--- config.mk ---
export PLATFORM = sky130hd
export DESIGN_NAME = dec_pingpong_ram
export DESIGN_NICKNAME = d
export VERILOG_FILES = /design/src/rtl/dec_ram_pkg.sv /design/src/rtl/dec_ram_bank.sv /design/src/rtl/dec_pingpong_ram.sv
export SDC_FILE = /design/constraint.sdc
export NUM_CORES = 1
export LEC_CHECK = 0
export ABC_CLOCK_PERIOD_IN_PS = 31100
export BUFFER_PORTS_ARGS = -buffer_cell sky130_fd_sc_hd__buf_4
export CORE_MARGIN = 4
export CORE_UTILIZATION = 60
export DETAILED_ROUTE_END_ITERATION = 10
export MAX_ROUTING_LAYER = met4
export PLACE_DENSITY = 0.76
export SYNTH_ARGS = -nofsm -noshare
export SYNTH_HDL_FRONTEND = slang
export SYNTH_SLANG_ARGS = --single-unit
--- constraint.sdc ---
create_clock -name clk -period 31.1 [get_ports clk]
set_input_delay 4.665 -clock clk [delete_from_list [all_inputs] [get_ports clk]]
set_output_delay 4.665 -clock clk [all_outputs]
set_load 0.05 [all_outputs]
--- src/rtl/dec_ram_pkg.sv ---
// Shared types and helpers for the LDPC decision RAM: FSM encoding,
// bank-index width and ring-pointer arithmetic.
package dec_ram_pkg;

  typedef enum logic {
    ST_IDLE  = 1'b0,
    ST_CLEAR = 1'b1
  } state_t;

  // Bank index width, never narrower than one bit.
  function automatic int bank_w(input int num_banks);
    return (num_banks > 1) ? $clog2(num_banks) : 1;
  endfunction

  // Modular increment around the bank ring.
  function automatic int next_bank(input int bank, input int num_banks);
    return (bank == num_banks - 1) ? 0 : bank + 1;
  endfunction

endpackage

--- src/rtl/dec_ram_bank.sv ---
// One decision-RAM bank: simple synchronous 1W/1R array with a registered
// read port that holds its value between reads.
module dec_ram_bank #(
  parameter int DATA_WIDTH = 1,
  parameter int RAM_DEPTH  = 256,
  parameter int IDX_W      = 8
) (
  input  logic                  clk,
  input  logic                  rst_n,
  input  logic                  i_we,
  input  logic [IDX_W-1:0]      i_waddr,
  input  logic [DATA_WIDTH-1:0] i_wdata,
  input  logic                  i_re,
  input  logic [IDX_W-1:0]      i_raddr,
  output logic [DATA_WIDTH-1:0] o_rdata
);

  logic [DATA_WIDTH-1:0] r_mem [RAM_DEPTH];
  logic [DATA_WIDTH-1:0] r_rdata;

  // NOTE: the array has no reset so it maps onto block RAM; only the
  // read register is reset. Sequential state uses <= so every register
  // samples pre-edge values regardless of block ordering.
  always_ff @(posedge clk) begin
    if (i_we) r_mem[i_waddr] <= i_wdata;
  end

  always_ff @(posedge clk or negedge rst_n) begin
    if (!rst_n)    r_rdata <= '0;
    else if (i_re) r_rdata <= r_mem[i_raddr];
  end

  assign o_rdata = r_rdata;

endmodule

--- src/rtl/dec_pingpong_ram.sv ---
// Multi-bank decision RAM: one bank fills while another drains, banks rotate
// on a swap handshake, and a sequencer can zero the fill bank.
module dec_pingpong_ram
  import dec_ram_pkg::*;
#(
  parameter int DATA_WIDTH = 1,
  parameter int ADDR_WIDTH = 8,
  parameter int RAM_DEPTH  = 256,
  parameter int NUM_BANKS  = 2,
  localparam int BANK_W    = bank_w(NUM_BANKS)
) (
  input  logic                  clk,
  input  logic                  rst_n,
  input  logic                  cs,
  input  logic                  wr_en,
  input  logic [ADDR_WIDTH-1:0] wr_addr,
  input  logic [DATA_WIDTH-1:0] wr_data,
  input  logic                  rd_en,
  input  logic [ADDR_WIDTH-1:0] rd_addr,
  output logic [DATA_WIDTH-1:0] rd_data,
  output logic                  rd_valid,
  input  logic                  swap_req,
  output logic                  swap_ack,
  input  logic                  clr_req,
  output logic                  clr_done,
  output logic                  busy,
  output logic [BANK_W-1:0]     wr_bank,
  output logic [BANK_W-1:0]     rd_bank
);

  localparam int IDX_W = (RAM_DEPTH > 1) ? $clog2(RAM_DEPTH) : 1;
  localparam logic [ADDR_WIDTH:0] DEPTH_C  = (ADDR_WIDTH + 1)'(RAM_DEPTH);
  localparam logic [IDX_W-1:0]    CLR_LAST = IDX_W'(RAM_DEPTH - 1);

  state_t                r_state, w_state_nxt;
  logic [IDX_W-1:0]      r_clr_cnt;
  logic [BANK_W-1:0]     r_wr_bank, r_rd_bank, r_rd_sel;
  logic                  r_rd_valid, r_rd_oor, r_swap_ack, r_clr_done;

  logic                  w_wr_in_rng, w_rd_in_rng, w_rd_fire;
  logic                  w_wr_fire, w_swap_fire, w_clr_start, w_clr_active, w_clr_last;
  logic [IDX_W-1:0]      w_waddr;
  logic [DATA_WIDTH-1:0] w_wdata;
  logic [DATA_WIDTH-1:0] w_bank_rdata [NUM_BANKS];

  assign w_wr_in_rng = ({1'b0, wr_addr} < DEPTH_C);
  assign w_rd_in_rng = ({1'b0, rd_addr} < DEPTH_C);
  assign w_rd_fire   = cs & rd_en;

  always_ff @(posedge clk or negedge rst_n) begin
    if (!rst_n) r_state <= ST_IDLE;
    else        r_state <= w_state_nxt;
  end

  // NOTE: every always_comb output gets a default first so no latch is inferred.
  always_comb begin
    w_state_nxt = r_state;
    case (r_state)
      ST_IDLE:  if (cs && clr_req) w_state_nxt = ST_CLEAR;
      ST_CLEAR: if (w_clr_last)    w_state_nxt = ST_IDLE;
      default:                     w_state_nxt = ST_IDLE;
    endcase
  end

  always_comb begin
    w_clr_active = (r_state == ST_CLEAR);
    w_clr_last   = w_clr_active && (r_clr_cnt == CLR_LAST);
    w_clr_start  = (r_state == ST_IDLE) && cs && clr_req;
    w_wr_fire    = (r_state == ST_IDLE) && cs && wr_en && w_wr_in_rng;
    w_swap_fire  = (r_state == ST_IDLE) && cs && swap_req && !clr_req;
  end

  always_ff @(posedge clk or negedge rst_n) begin
    if (!rst_n) begin
      r_clr_cnt  <= '0;
      r_clr_done <= 1'b0;
    end else begin
      r_clr_done <= w_clr_last;
      if (w_clr_start)       r_clr_cnt <= '0;
      else if (w_clr_active) r_clr_cnt <= r_clr_cnt + 1'b1;
    end
  end

  // Both pointers advance together so the read bank always trails the fill bank.
  always_ff @(posedge clk or negedge rst_n) begin
    if (!rst_n) begin
      r_wr_bank  <= '0;
      r_rd_bank  <= BANK_W'(NUM_BANKS - 1);
      r_swap_ack <= 1'b0;
    end else begin
      r_swap_ack <= w_swap_fire;
      if (w_swap_fire) begin
        r_wr_bank <= BANK_W'(next_bank(int'(r_wr_bank), NUM_BANKS));
        r_rd_bank <= BANK_W'(next_bank(int'(r_rd_bank), NUM_BANKS));
      end
    end
  end

  always_ff @(posedge clk or negedge rst_n) begin
    if (!rst_n) begin
      r_rd_valid <= 1'b0;
      r_rd_oor   <= 1'b0;
      r_rd_sel   <= '0;
    end else begin
      r_rd_valid <= w_rd_fire;
      if (w_rd_fire) begin
        r_rd_oor <= !w_rd_in_rng;
        r_rd_sel <= r_rd_bank;
      end
    end
  end

  // The clear sequencer borrows the write port of the fill bank.
  assign w_waddr = w_clr_active ? r_clr_cnt : wr_addr[IDX_W-1:0];
  assign w_wdata = w_clr_active ? '0 : wr_data;

  for (genvar b = 0; b < NUM_BANKS; b++) begin : g_bank
    dec_ram_bank #(
      .DATA_WIDTH(DATA_WIDTH),
      .RAM_DEPTH (RAM_DEPTH),
      .IDX_W     (IDX_W)
    ) u_bank (
      .clk    (clk),
      .rst_n  (rst_n),
      .i_we   ((r_wr_bank == BANK_W'(b)) && (w_wr_fire || w_clr_active)),
      .i_waddr(w_waddr),
      .i_wdata(w_wdata),
      .i_re   (w_rd_fire && w_rd_in_rng && (r_rd_bank == BANK_W'(b))),
      .i_raddr(rd_addr[IDX_W-1:0]),
      .o_rdata(w_bank_rdata[b])
    );
  end

  assign rd_data  = r_rd_oor ? '0 : w_bank_rdata[r_rd_sel];
  assign rd_valid = r_rd_valid;
  assign swap_ack = r_swap_ack;
  assign clr_done = r_clr_done;
  assign busy     = (r_state == ST_CLEAR);
  assign wr_bank  = r_wr_bank;
  assign rd_bank  = r_rd_bank;

endmodule

Word-level counts from Yosys, hierarchy flattened --
Memories as Yosys holds them, arrays and structs flattened. A register that Yosys moved wholly into a read port is not among the register bits. Cells that the tools add are included.
Word-level totals: bits in registers 15, RAM bits 512, bits of input ports 24, output and inout bits 7, logic and storage cells 52, memories 2
Cells by class: add/subtract/negate cells 3, order comparisons 1, equal/unequal tests 1, mux-type cells 16, bitwise operators 5, reductions and logical operators 16
Memories:
- g_bank[0].u_bank.r_mem | depth 256, bits a word 1, read ports 1, clocked after Yosys merged registers in 1, write ports 1, line dec_ram_bank.sv:18 | logic [DATA_WIDTH-1:0] r_mem [RAM_DEPTH];
- g_bank[1].u_bank.r_mem | depth 256, bits a word 1, read ports 1, clocked after Yosys merged registers in 1, write ports 1, line dec_ram_bank.sv:18
Operator list (count):
- 8-bit 2-to-1 mux | 3
- 1-bit 2-to-1 mux | 12
- 1-bit logical AND | 11
- 8-bit by 1-bit adder with 8-bit output, second input constant | 1
- 8-bit equality test, second input constant | 1
- 1-bit zero test | 3
- 1-bit inverter | 3
- 1-bit adder, second input constant | 2
- 2-bit greater-or-equal comparator, second input constant | 1
- 1-bit inverter with 2-bit output | 1
- 1-bit one-hot mux with 2 select lines | 1
- 2-bit nonzero test | 1
- 1-bit bitwise AND | 1
- 1-bit logical OR | 1

Depth between registers and ports, before layout --
Gate-level depths: netlist (run 1).
word-level depth 7, mapped depth 11, gate-level depth less buffers 6

Hierarchy --
Synthesis (run 1) repeated with hierarchy kept, for this count alone.
Second synthesis, totals: cells, all modules 1712, area total of the unflattened synthesis 23500.0 um^2
By module, submodules not included:
- dec_ram_bank | times used 2, cells an instance 820, area each 11349.6 um^2, sequential area each 7712.4 um^2
- dec_pingpong_ram | times used 1, cells an instance 72, area each 800.8 um^2, sequential area each 376.6 um^2

Worst setup path after synthesis (run 1) --
OpenSTA, ideal clock, no wires.
kind input to register, from in wr_data, to mem g_bank[0].u_bank.r_mem[0] (data pin), setup time 2.689 ns, data arrival time 16.874 ns, data required time 28.411 ns, setup slack 11.537 ns, stages on the path 1, path buffers 0, cells stage by stage nor2b_1
Between the ends: longest elaborated chain between the ends 1
RTL lines:
- from (decl) | line dec_pingpong_ram.sv:17 | input logic [DATA_WIDTH-1:0] wr_data,
- 1-bit 2-to-1 mux | line dec_pingpong_ram.sv:115 | assign w_wdata = w_clr_active ? '0 : wr_data;
- to (decl) | line dec_ram_bank.sv:18
Every way passes these cells.

==> results.sh, run 1 <==
export IMPL_status="complete, no violations"
export IMPL_worstSetupPathType="in -> reg"
export IMPL_grt_pass1_wl_mm=85.5
export IMPL_die_y_um=204
export IMPL_min_path_cells=2
export IMPL_htree_levels=2
export IMPL_maxSlewViolCount=0
export IMPL_fmax_ghz=0.126
export IMPL_seqPwrFrac=0.484
export IMPL_vias_per_cell=6.52
export IMPL_setup_viol=0
export IMPL_hp_class="reg -> reg"
export IMPL_cp_depth=9
export IMPL_required_ps=31550
export IMPL_p_total_mw=1.70
export IMPL_clock_latency_ps=580
export IMPL_grt_ovfl_total=0
export IMPL_cts_sinks=529
export IMPL_cts_hold_buf=0
export IMPL_rsz0062_at_grt="false"
export IMPL_drt_iter0_drc=1862
export IMPL_numCtsBuffers=53
export IMPL_port_buffers=30
export IMPL_yosysTopAreaCell="edfxtp_1"
export IMPL_tns_ps=0
export IMPL_die_area_sq_mm=0.0418
export IMPL_synth_edf_count=512
export IMPL_crit_path_max_fanout=58
export IMPL_cp_top_family="buffers and inverters"
export IMPL_p_leak_nw=7.87
export IMPL_grt_max_degree=148
export IMPL_synth_seq_area_share=0.683
export IMPL_synthFlopType="edfxtp_1"
export IMPL_p_sw_frac=0.281
export IMPL_place_gp_congestion=0.853
export IMPL_min_from="r_rd_sel"
export IMPL_synth_avg_cell_area_sq_um=14.1
export IMPL_cts_tree="done"
export IMPL_num_io_pins=31
export IMPL_period_share=0.255
export IMPL_end_kind="register"
export IMPL_grt_pass1_vias=14300
export IMPL_synth_area_sq_mm=0.0231
export IMPL_worst_pin_slew_ps=1320
export IMPL_area_growth_pct=9.01
export IMPL_max_stage_delay_ps=880
export IMPL_path_buf_inv=3
export IMPL_synthArstFlopShare=0.0321
export IMPL_reg2regPathDepth=5
export IMPL_syn_nets=1672
export IMPL_path_clk_slew_ps=60
export IMPL_startpoint="rd_addr[0]"
export IMPL_final_antenna_net_count=0
export IMPL_critPathSlowestCell="buf_4"
export IMPL_layout_drive_gt1_share=0.146
export IMPL_grtUsageTotal=0.283
export IMPL_cp_arrival_ps=8390
export IMPL_rows=71
export IMPL_switchingPower_mw=0.477
export IMPL_hold_violations=0
export IMPL_ys_types=63
export IMPL_antenna_found_initial=1
export IMPL_rr_startpoint="busy"
export IMPL_cts_buffer_depth=3
export IMPL_synth_warning_count=0
export IMPL_p_per_area_mw_per_mm2=67.4
export IMPL_start_util=0.612
export IMPL_postCtsSetupBuffers=0
export IMPL_synth_area_top_cells="edfxtp_1, mux4_2, nor2_1, mux2i_1, dfrtp_1"
export IMPL_syn_inst=1647
export IMPL_path_cells="buf_8 > buf_4 > buf_4 > mux4_2 > a22oi_1 > a21oi_1 > o41ai_1 > a21boi_1 > o22ai_1"
export IMPL_drt_total_wl_mm=56.1
export IMPL_ir_drop_uv=108
export IMPL_vias=14200
export IMPL_clock_skew_ps=12.3
export IMPL_fill_cells=2664
export IMPL_power_share_clock=0.362
export IMPL_nNetsFinal=1647
export IMPL_ys_ff_latch=529
export IMPL_finalCriticalPeriod_ps=7940
export IMPL_core_sq_mm=0.0378
export IMPL_cts_resized=0
export IMPL_cts_root_buf="clkbuf_16"
export IMPL_pwr_share_comb=0.155
export IMPL_cp_start_kind="primary input"
export IMPL_slew_headroom=0.116
export IMPL_die_w_um=204
export IMPL_p_int_mw=1.22
export IMPL_cpMostUsedCell="buf_4"
export IMPL_dpl_hpwl_mm=29.6
export IMPL_synth_top_cell_area_share=0.664
export IMPL_post_drt_wl_per_cell_um=25.9
export IMPL_drc=0
export IMPL_drt_pre_antenna_iters=8
export IMPL_maxCapViolations=0
cell families after synthesis:
logic type | share of synthesized area
AND/OR/NAND/NOR | 0.114
flip-flops | 0.683
multiplexers | 0.130
buffers and inverters | 0.0304
AO/OA/AOI/OAI | 0.0390
XOR/XNOR | 0.00303
adder cells (fa/ha/maj) | 0.000541
cell type report:
class                           count  area [sq um]  share of cell area
Clock buffer                       75          1460              0.0579
Tap cell                          511           639              0.0253
Multi-Input combinational cell    966          6640               0.263
Inverter                           16          60.1             0.00238
Antenna cell                        1          2.50           0.0000992
Clock inverter                     17           190             0.00754
Timing Repair Buffer               56           428              0.0170
Sequential cell                   529         15800               0.626
power by group through the flow:
| stage | clock, mW | sequential [mW] | combinational, mW |
|---|---|---|---|
| 6_report | 0.615 | 0.822 | 0.263 |
| 5_1_grt | 0.652 | 0.823 | 0.277 |
| 3_5_place_dp | 0 | 0.836 | 0.258 |
| 2_1_floorplan | 0 | 0.851 | 0.152 |
| 3_3_place_gp | 0 | 0.835 | 0.254 |
| 4_1_cts | 0.620 | 0.821 | 0.259 |
synth_stat cells (all sizes together) (5+ instances only):
master  count
mux2i      53
nor2      541
o221ai     20
edfxtp    512
nand3       8
o21ai       9
nand4       6
nand2b      9
a21oi      22
nor2b       5
and2        6
mux4      107
o22ai      12
dfrtp      16
nor3        7
clkbuf     92
mux2        6
inv        15
a22oi      21
nand2      69
buf        44
cell usage in the layout (no fill, tap or decap), drive strengths merged, types with 5 or more instances in the layout:
cell type  Yosys  routed
a21oi         22      22
a22oi         21      21
and2           6       6
buf           44      56
clkbuf        92      75
clkinv         1      11
dfrtp         16      16
edfxtp       512     512
inv           15      17
mux2           6       6
mux2i         53      53
mux4         107     107
nand2         69      69
nand2b         9       9
nand3          8       8
nand4          6       6
nor2         541     541
nor2b          5       5
nor3           7       7
o21ai          9       9
o221ai        20      20
o22ai         12      12
through the flow:
stage               std cells  area [sq um]  setup slack [ps]  hold slack, ps  utilization
CTS                      2170         25200             23040             512        0.667
detailed placement       2078         23600             22440             496        0.623
global placement         2078         23600             22470             483        0.623
global route             2171         25200             22790             519        0.667
floorplan                1647         23100             11540             456            -
finish                   2171         25200             23160             511        0.667
flip-flops by register name, indices dropped and copies added (netlist names):
name,flops
busy,1
clr_done,1
g_bank.u_bank.o_rdata,2
g_bank.u_bank.r_mem,512
r_clr_cnt,8
r_rd_sel,1
rd_bank,1
rd_valid,1
swap_ack,1
wr_bank,1
tightest hold or removal path, delay by kind of cell (launching register included):
kind             cells  cell delay (ps)
and+or+nand+nor      2              110
DFF                  1              360
final timing paths:
kind / end / slack [ps]
hold / removal: r_rd_sel / 510
min in group asynchronous: busy / 3970
setup reg to reg: g_bank[1].u_bank.r_mem[94] / 27250
setup / recovery: g_bank[1].u_bank.o_rdata / 23160
max in group asynchronous: rd_bank / 26850
hold reg to reg: r_rd_sel / 510
metal layers:
metal  track usage  share of wire
met1         0.386           0.38
met2         0.433           0.47
met3        0.0705           0.12
met4        0.0818          0.030
met5             -              0
Power figures use the tool's default switching activity.
==> run 2: changes to the inputs <==
- ABC_CLOCK_PERIOD_IN_PS: 31100 -> 7600
- clock period: 31.1 -> 7.6 ns (I/O delays scaled with it)
==> run 2 against run 1 <==
First-iteration DRC count increased by 12%. Sequential share of layout area increased by 0.090 points. Count of clock-buffer cells in the layout decreased by 3. Via count about the same. Power increased to 4.1 times the previous value. Critical path type unchanged. Critical endpoint unchanged. Largest power group unchanged.
==> results.sh, run 2 (synthesized netlist as in run 1, its figures left out) <==
export IMPL_cp_start_kind="primary input"
export IMPL_place_gp_congestion=0.837
export IMPL_path_buf_inv=2
export IMPL_grt_ovfl_total=0
export IMPL_post_drt_wl_per_cell_um=26.0
export IMPL_ir_drop_uv=466
export IMPL_status="complete, no violations"
export IMPL_required_ps=8050
export IMPL_cts_sinks=529
export IMPL_cts_root_buf="clkbuf_16"
export IMPL_hp_class="in -> async"
export IMPL_num_io_pins=31
export IMPL_grt_max_degree=249
export IMPL_fmax_ghz=0.262
export IMPL_die_y_um=204
export IMPL_p_total_mw=6.91
export IMPL_grt_pass1_vias=14100
export IMPL_worstSetupPathType="in -> reg"
export IMPL_slew_headroom=0.202
export IMPL_cp_top_family="buffers and inverters"
export IMPL_cp_depth=8
export IMPL_finalCriticalPeriod_ps=3820
export IMPL_crit_path_max_fanout=71
export IMPL_maxSlewViolCount=0
export IMPL_vias_per_cell=6.52
export IMPL_mostFrequentLayoutCells="nor2_1, edfxtp_1, mux4_2, nand2_1, clkbuf_16"
export IMPL_final_common_cell="nor2_1"
export IMPL_critPathSlowestCell="buf_4"
export IMPL_cts_tree="done"
export IMPL_path_cells="buf_8 > buf_4 > mux4_2 > o22ai_1 > a21oi_1 > o41ai_1 > a32o_1 > o22ai_1"
export IMPL_p_leak_nw=7.84
export IMPL_drc=0
export IMPL_postCtsSetupBuffers=0
export IMPL_port_buffers=30
export IMPL_die_w_um=204
export IMPL_top_register="g_bank.u_bank.r_mem"
export IMPL_area_growth_pct=8.85
export IMPL_rsz0062_at_grt="false"
export IMPL_drt_iter0_drc=2082
export IMPL_start_util=0.612
export IMPL_die_area_sq_mm=0.0418
export IMPL_antenna_found_initial=0
export IMPL_cts_hold_buf=0
export IMPL_vias=14200
export IMPL_htree_levels=2
export IMPL_cp_arrival_ps=4270
export IMPL_p_per_area_mw_per_mm2=274
export IMPL_cpMostUsedCell="o22ai_1"
export IMPL_period_share=0.502
export IMPL_rows=71
export IMPL_numCtsBuffers=53
export IMPL_cts_resized=0
export IMPL_worst_pin_slew_ps=1190
export IMPL_path_clk_slew_ps=60
export IMPL_layout_drive_gt1_share=0.144
export IMPL_reg2regPathDepth=5
export IMPL_tns_ps=0
export IMPL_end_kind="register"
export IMPL_dpl_hpwl_mm=29.2
export IMPL_final_antenna_net_count=0
export IMPL_clock_skew_ps=17.6
export IMPL_grtUsageTotal=0.283
export IMPL_setup_viol=0
export IMPL_grt_pass1_wl_mm=85.8
export IMPL_cts_buffer_depth=3
export IMPL_core_sq_mm=0.0378
export IMPL_clock_latency_ps=590
export IMPL_nNetsFinal=1643
export IMPL_drt_pre_antenna_iters=5
export IMPL_maxCapViolations=0
export IMPL_largest_reg_flops=512
export IMPL_hold_violations=0
export IMPL_worst_hold_slack_ps=437
export IMPL_max_stage_delay_ps=750
export IMPL_drt_total_wl_mm=56.4
run 2: changes by cell type in the layout (fill, tap and decap cells not counted), sizes merged:
cell and change:
bufinv -2, buf -4, clkinv +12, inv -1
clkbuf -3, clkinvlp -1
run 2: path summary, 6_finish.rpt:
kind / start / to / slack, ps
max reg2reg: busy / g_bank[0].u_bank.r_mem[167] / 4110
min reg2reg: r_rd_sel / r_rd_sel / 510
min in group clk: r_rd_sel / r_rd_sel / 510
max in group asynchronous: rst_n / rd_bank / 6890
min: rst_n / r_clr_cnt[6] / 440
max: rd_addr[0] / g_bank[1].u_bank.o_rdata / 3780
run 2: area by class of cell:
| cell class | instances | area (sq um) |
|---|---|---|
| timing repair buffer | 52 | 423 |
| fill | 2712 | 12700 |
| clock buffer | 72 | 1440 |
| sequential | 529 | 15800 |
| antenna | 1 | 2.50 |
| multi-input combinational | 966 | 6650 |
| tap | 511 | 639 |
| clock inverter | 25 | 170 |
| inverter | 16 | 60.1 |
run 2: metrics by stage:
| step | cells | cell area [sq um] | util | setup WS [ps] |
|---|---|---|---|---|
| final | 2172 | 25200 | 0.666 | 3780 |
| after global routing | 2171 | 25200 | 0.666 | 3520 |
| after CTS | 2170 | 25200 | 0.665 | 3760 |
| after detailed placement | 2073 | 23600 | 0.622 | 3170 |
| after global placement | 2073 | 23600 | 0.622 | 3140 |
| after floorplan | 1647 | 23100 | - | 1320 |
run 2: power breakdown:
part | internal (mW) | total [mW] | switching (mW)
Clock | 1.39 | 2.46 | 1.07
Sequential | 3.31 | 3.37 | 0.0632
Combinational | 0.226 | 1.08 | 0.856
Total | 4.92 | 6.91 | 1.99
run 2: routing by layer:
layer | up-vias | track usage | routed length, um | part of all wire
met4 | 0 | 0.0828 | 1690 | 0.030
met1 | 7129 | 0.392 | 21100 | 0.37
met2 | 878 | 0.427 | 26500 | 0.47
met5 | - | - | 0 | 0
met3 | 135 | 0.0695 | 7080 | 0.13
li1 | 6009 | - | - | -
==> run 3: changes to the inputs <==
- ABC_CLOCK_PERIOD_IN_PS: 7600 -> 3400
- CORE_UTILIZATION: 60 -> 57
- clock period: 7.6 -> 3.4 ns (I/O delays scaled with it)
==> run 3 against run 2 <==
Setup slack got worse by 3300 ps. Count of clock-buffer cells in the layout fell by 4. Largest cell class unchanged. Largest power group unchanged. Via count grew 0.16%.
==> results.sh, run 3 (synthesized netlist as in run 1, its figures left out) <==
export IMPL_p_leak_nw=8.18
export IMPL_die_w_um=209
export IMPL_dp_cells=2125
export IMPL_nNetsFinal=1681
export IMPL_path_clk_slew_ps=60
export IMPL_maxSlewViolCount=0
export IMPL_cts_buffer_depth=3
export IMPL_die_y_um=209
export IMPL_cts_tree="done"
export IMPL_final_antenna_net_count=0
export IMPL_route_met3_wl_mm=6.49
export IMPL_top_register="g_bank.u_bank.r_mem"
export IMPL_layout_drive_gt1_share=0.170
export IMPL_cp_start_kind="register"
export IMPL_final_common_cell="nor2_1"
export IMPL_postCtsSetupBuffers=0
export IMPL_slew_headroom=0.306
export IMPL_vias_per_cell=6.36
export IMPL_reg2reg_setup_slack_ps=510
export IMPL_numCtsBuffers=53
export IMPL_cpMostUsedCell="nor2_1"
export IMPL_cp_top_family="simple AND/OR/NAND/NOR gates"
export IMPL_final_area_sq_mm=0.0259
export IMPL_post_drt_wl_per_cell_um=25.1
export IMPL_period_share=0.849
export IMPL_required_ps=3690
export IMPL_top_layer="met4"
export IMPL_p_total_mw=16.2
export IMPL_end_kind="register"
export IMPL_clock_skew_ps=15.8
export IMPL_antenna_found_initial=1
export IMPL_drt_iter0_drc=1844
export IMPL_drt_pre_antenna_iters=6
export IMPL_rr_startpoint="busy"
export IMPL_placed_area_sq_mm=0.0240
export IMPL_dr_wl_met2_mm=26.9
export IMPL_path_cells="a21oi_1 > nand2b_1 > nor2_1 > nand2_1 > nor2_1"
export IMPL_vias=14200
export IMPL_hold_violations=0
export IMPL_hp_class="in -> reg"
export IMPL_cts_resized=0
export IMPL_area_growth_pct=11.7
export IMPL_cp_endpoint="g_bank[1].u_bank.r_mem[161]"
export IMPL_drc=0
export IMPL_finalCriticalPeriod_ps=2890
export IMPL_grtUsageTotal=0.264
export IMPL_r2r_end="g_bank[1].u_bank.r_mem[161]"
export IMPL_worstSetupPathType="reg -> reg"
export IMPL_cp_arrival_ps=3180
export IMPL_rows=73
export IMPL_cp_depth=5
export IMPL_wl_met1_mm=20.4
export IMPL_startpoint="busy"
export IMPL_worst_pin_slew_ps=1040
export IMPL_path_buf_inv=0
export IMPL_num_io_pins=31
export IMPL_dpl_hpwl_mm=31.2
export IMPL_reg2regPathDepth=5
export IMPL_ir_drop_uv=849
export IMPL_largest_reg_flops=512
export IMPL_maxCapViolations=0
export IMPL_fill_cells=2812
export IMPL_cts_sinks=529
export IMPL_status="complete, no violations"
export IMPL_grt_pass1_vias=14300
export IMPL_rsz0062_at_grt="false"
export IMPL_clock_latency_ps=610
export IMPL_setup_viol=0
export IMPL_die_area_sq_mm=0.0439
export IMPL_port_buffers=30
export IMPL_grt_pass1_wl_mm=85.0
export IMPL_fmax_ghz=0.346
export IMPL_critPathSlowestCell="dfrtp_2"
export IMPL_mostFrequentLayoutCells="nor2_1, edfxtp_1, mux4_2, buf_4, nand2_1"
export IMPL_p_per_area_mw_per_mm2=627
export IMPL_worst_hold_slack_ps=117
export IMPL_htree_levels=2
export IMPL_crit_path_max_fanout=39
export IMPL_grt_ovfl_total=0
export IMPL_finalNonFillerCells=2227
export IMPL_place_gp_congestion=0.820
export IMPL_max_stage_delay_ps=770
export IMPL_start_util=0.580
export IMPL_grt_max_degree=131
export IMPL_cts_root_buf="clkbuf_16"
export IMPL_drt_total_wl_mm=55.9
export IMPL_core_sq_mm=0.0399
[run 3: cell count changes in the layout (fill, tap and decap cells not counted), moves of 2 or more]
cell,delta
buf_12,+10
buf_4,+27
bufinv_16,+8
clkbuf_1,-6
clkbuf_16,-2
clkbuf_8,+4
clkinv_1,-8
clkinv_2,+4
nand2_1,+4
nand2_2,-4
[run 3: worst min-delay path by stage]
stage | from | endpoint | slack (ps) | depth (start not counted)
2_1_floorplan | rst_n | busy | 210 | 0
3_3_place_gp | rst_n | swap_ack | 410 | 1
3_5_place_dp | rst_n | swap_ack | 420 | 1
4_1_cts | clr_req | swap_ack | 100 | 2
5_1_grt | clr_req | swap_ack | 130 | 2
6_report | clr_req | swap_ack | 120 | 2
[run 3: metal layers]
layer  GRT usage  vias to the layer above
li1            -                     6092
met1       0.354                     7102
met2       0.404                      828
met3      0.0568                      152
met4       0.104                        0
met5           -                        -
[run 3: power by group]
group          internal [mW]  switching, mW
Combinational          0.610           1.89
Clock                   3.72           2.47
Sequential              7.39          0.147
Total                   11.7           4.50
[run 3: layout make-up]
cell class | instances | area [sq um] | share of cell area
Antenna cell | 1 | 2.50 | 0.0000968
Tap cell | 525 | 657 | 0.0254
Timing Repair Buffer | 90 | 836 | 0.0323
Clock buffer | 68 | 1420 | 0.0550
Inverter | 16 | 60.1 | 0.00232
Clock inverter | 32 | 433 | 0.0167
Sequential cell | 529 | 15800 | 0.611
Multi-Input combinational cell | 966 | 6640 | 0.257
[run 3: repair_timing]
| item | 4_1_cts | 5_1_grt |
|---|---|---|
| hold buffers | 1 | 0 |
| hold endpoints to repair | 16 | 0 |
| setup endpoints to repair | 0 | 0 |
[run 3: metrics by stage]
step	util	setup TNS (ps)	setup slack, ps
after CTS	0.648	0	558
final	0.648	0	513
after detailed placement	0.601	0	301
after global placement	0.601	0	340
after floorplan	-	-1285630	-2510
after global routing	0.648	0	415
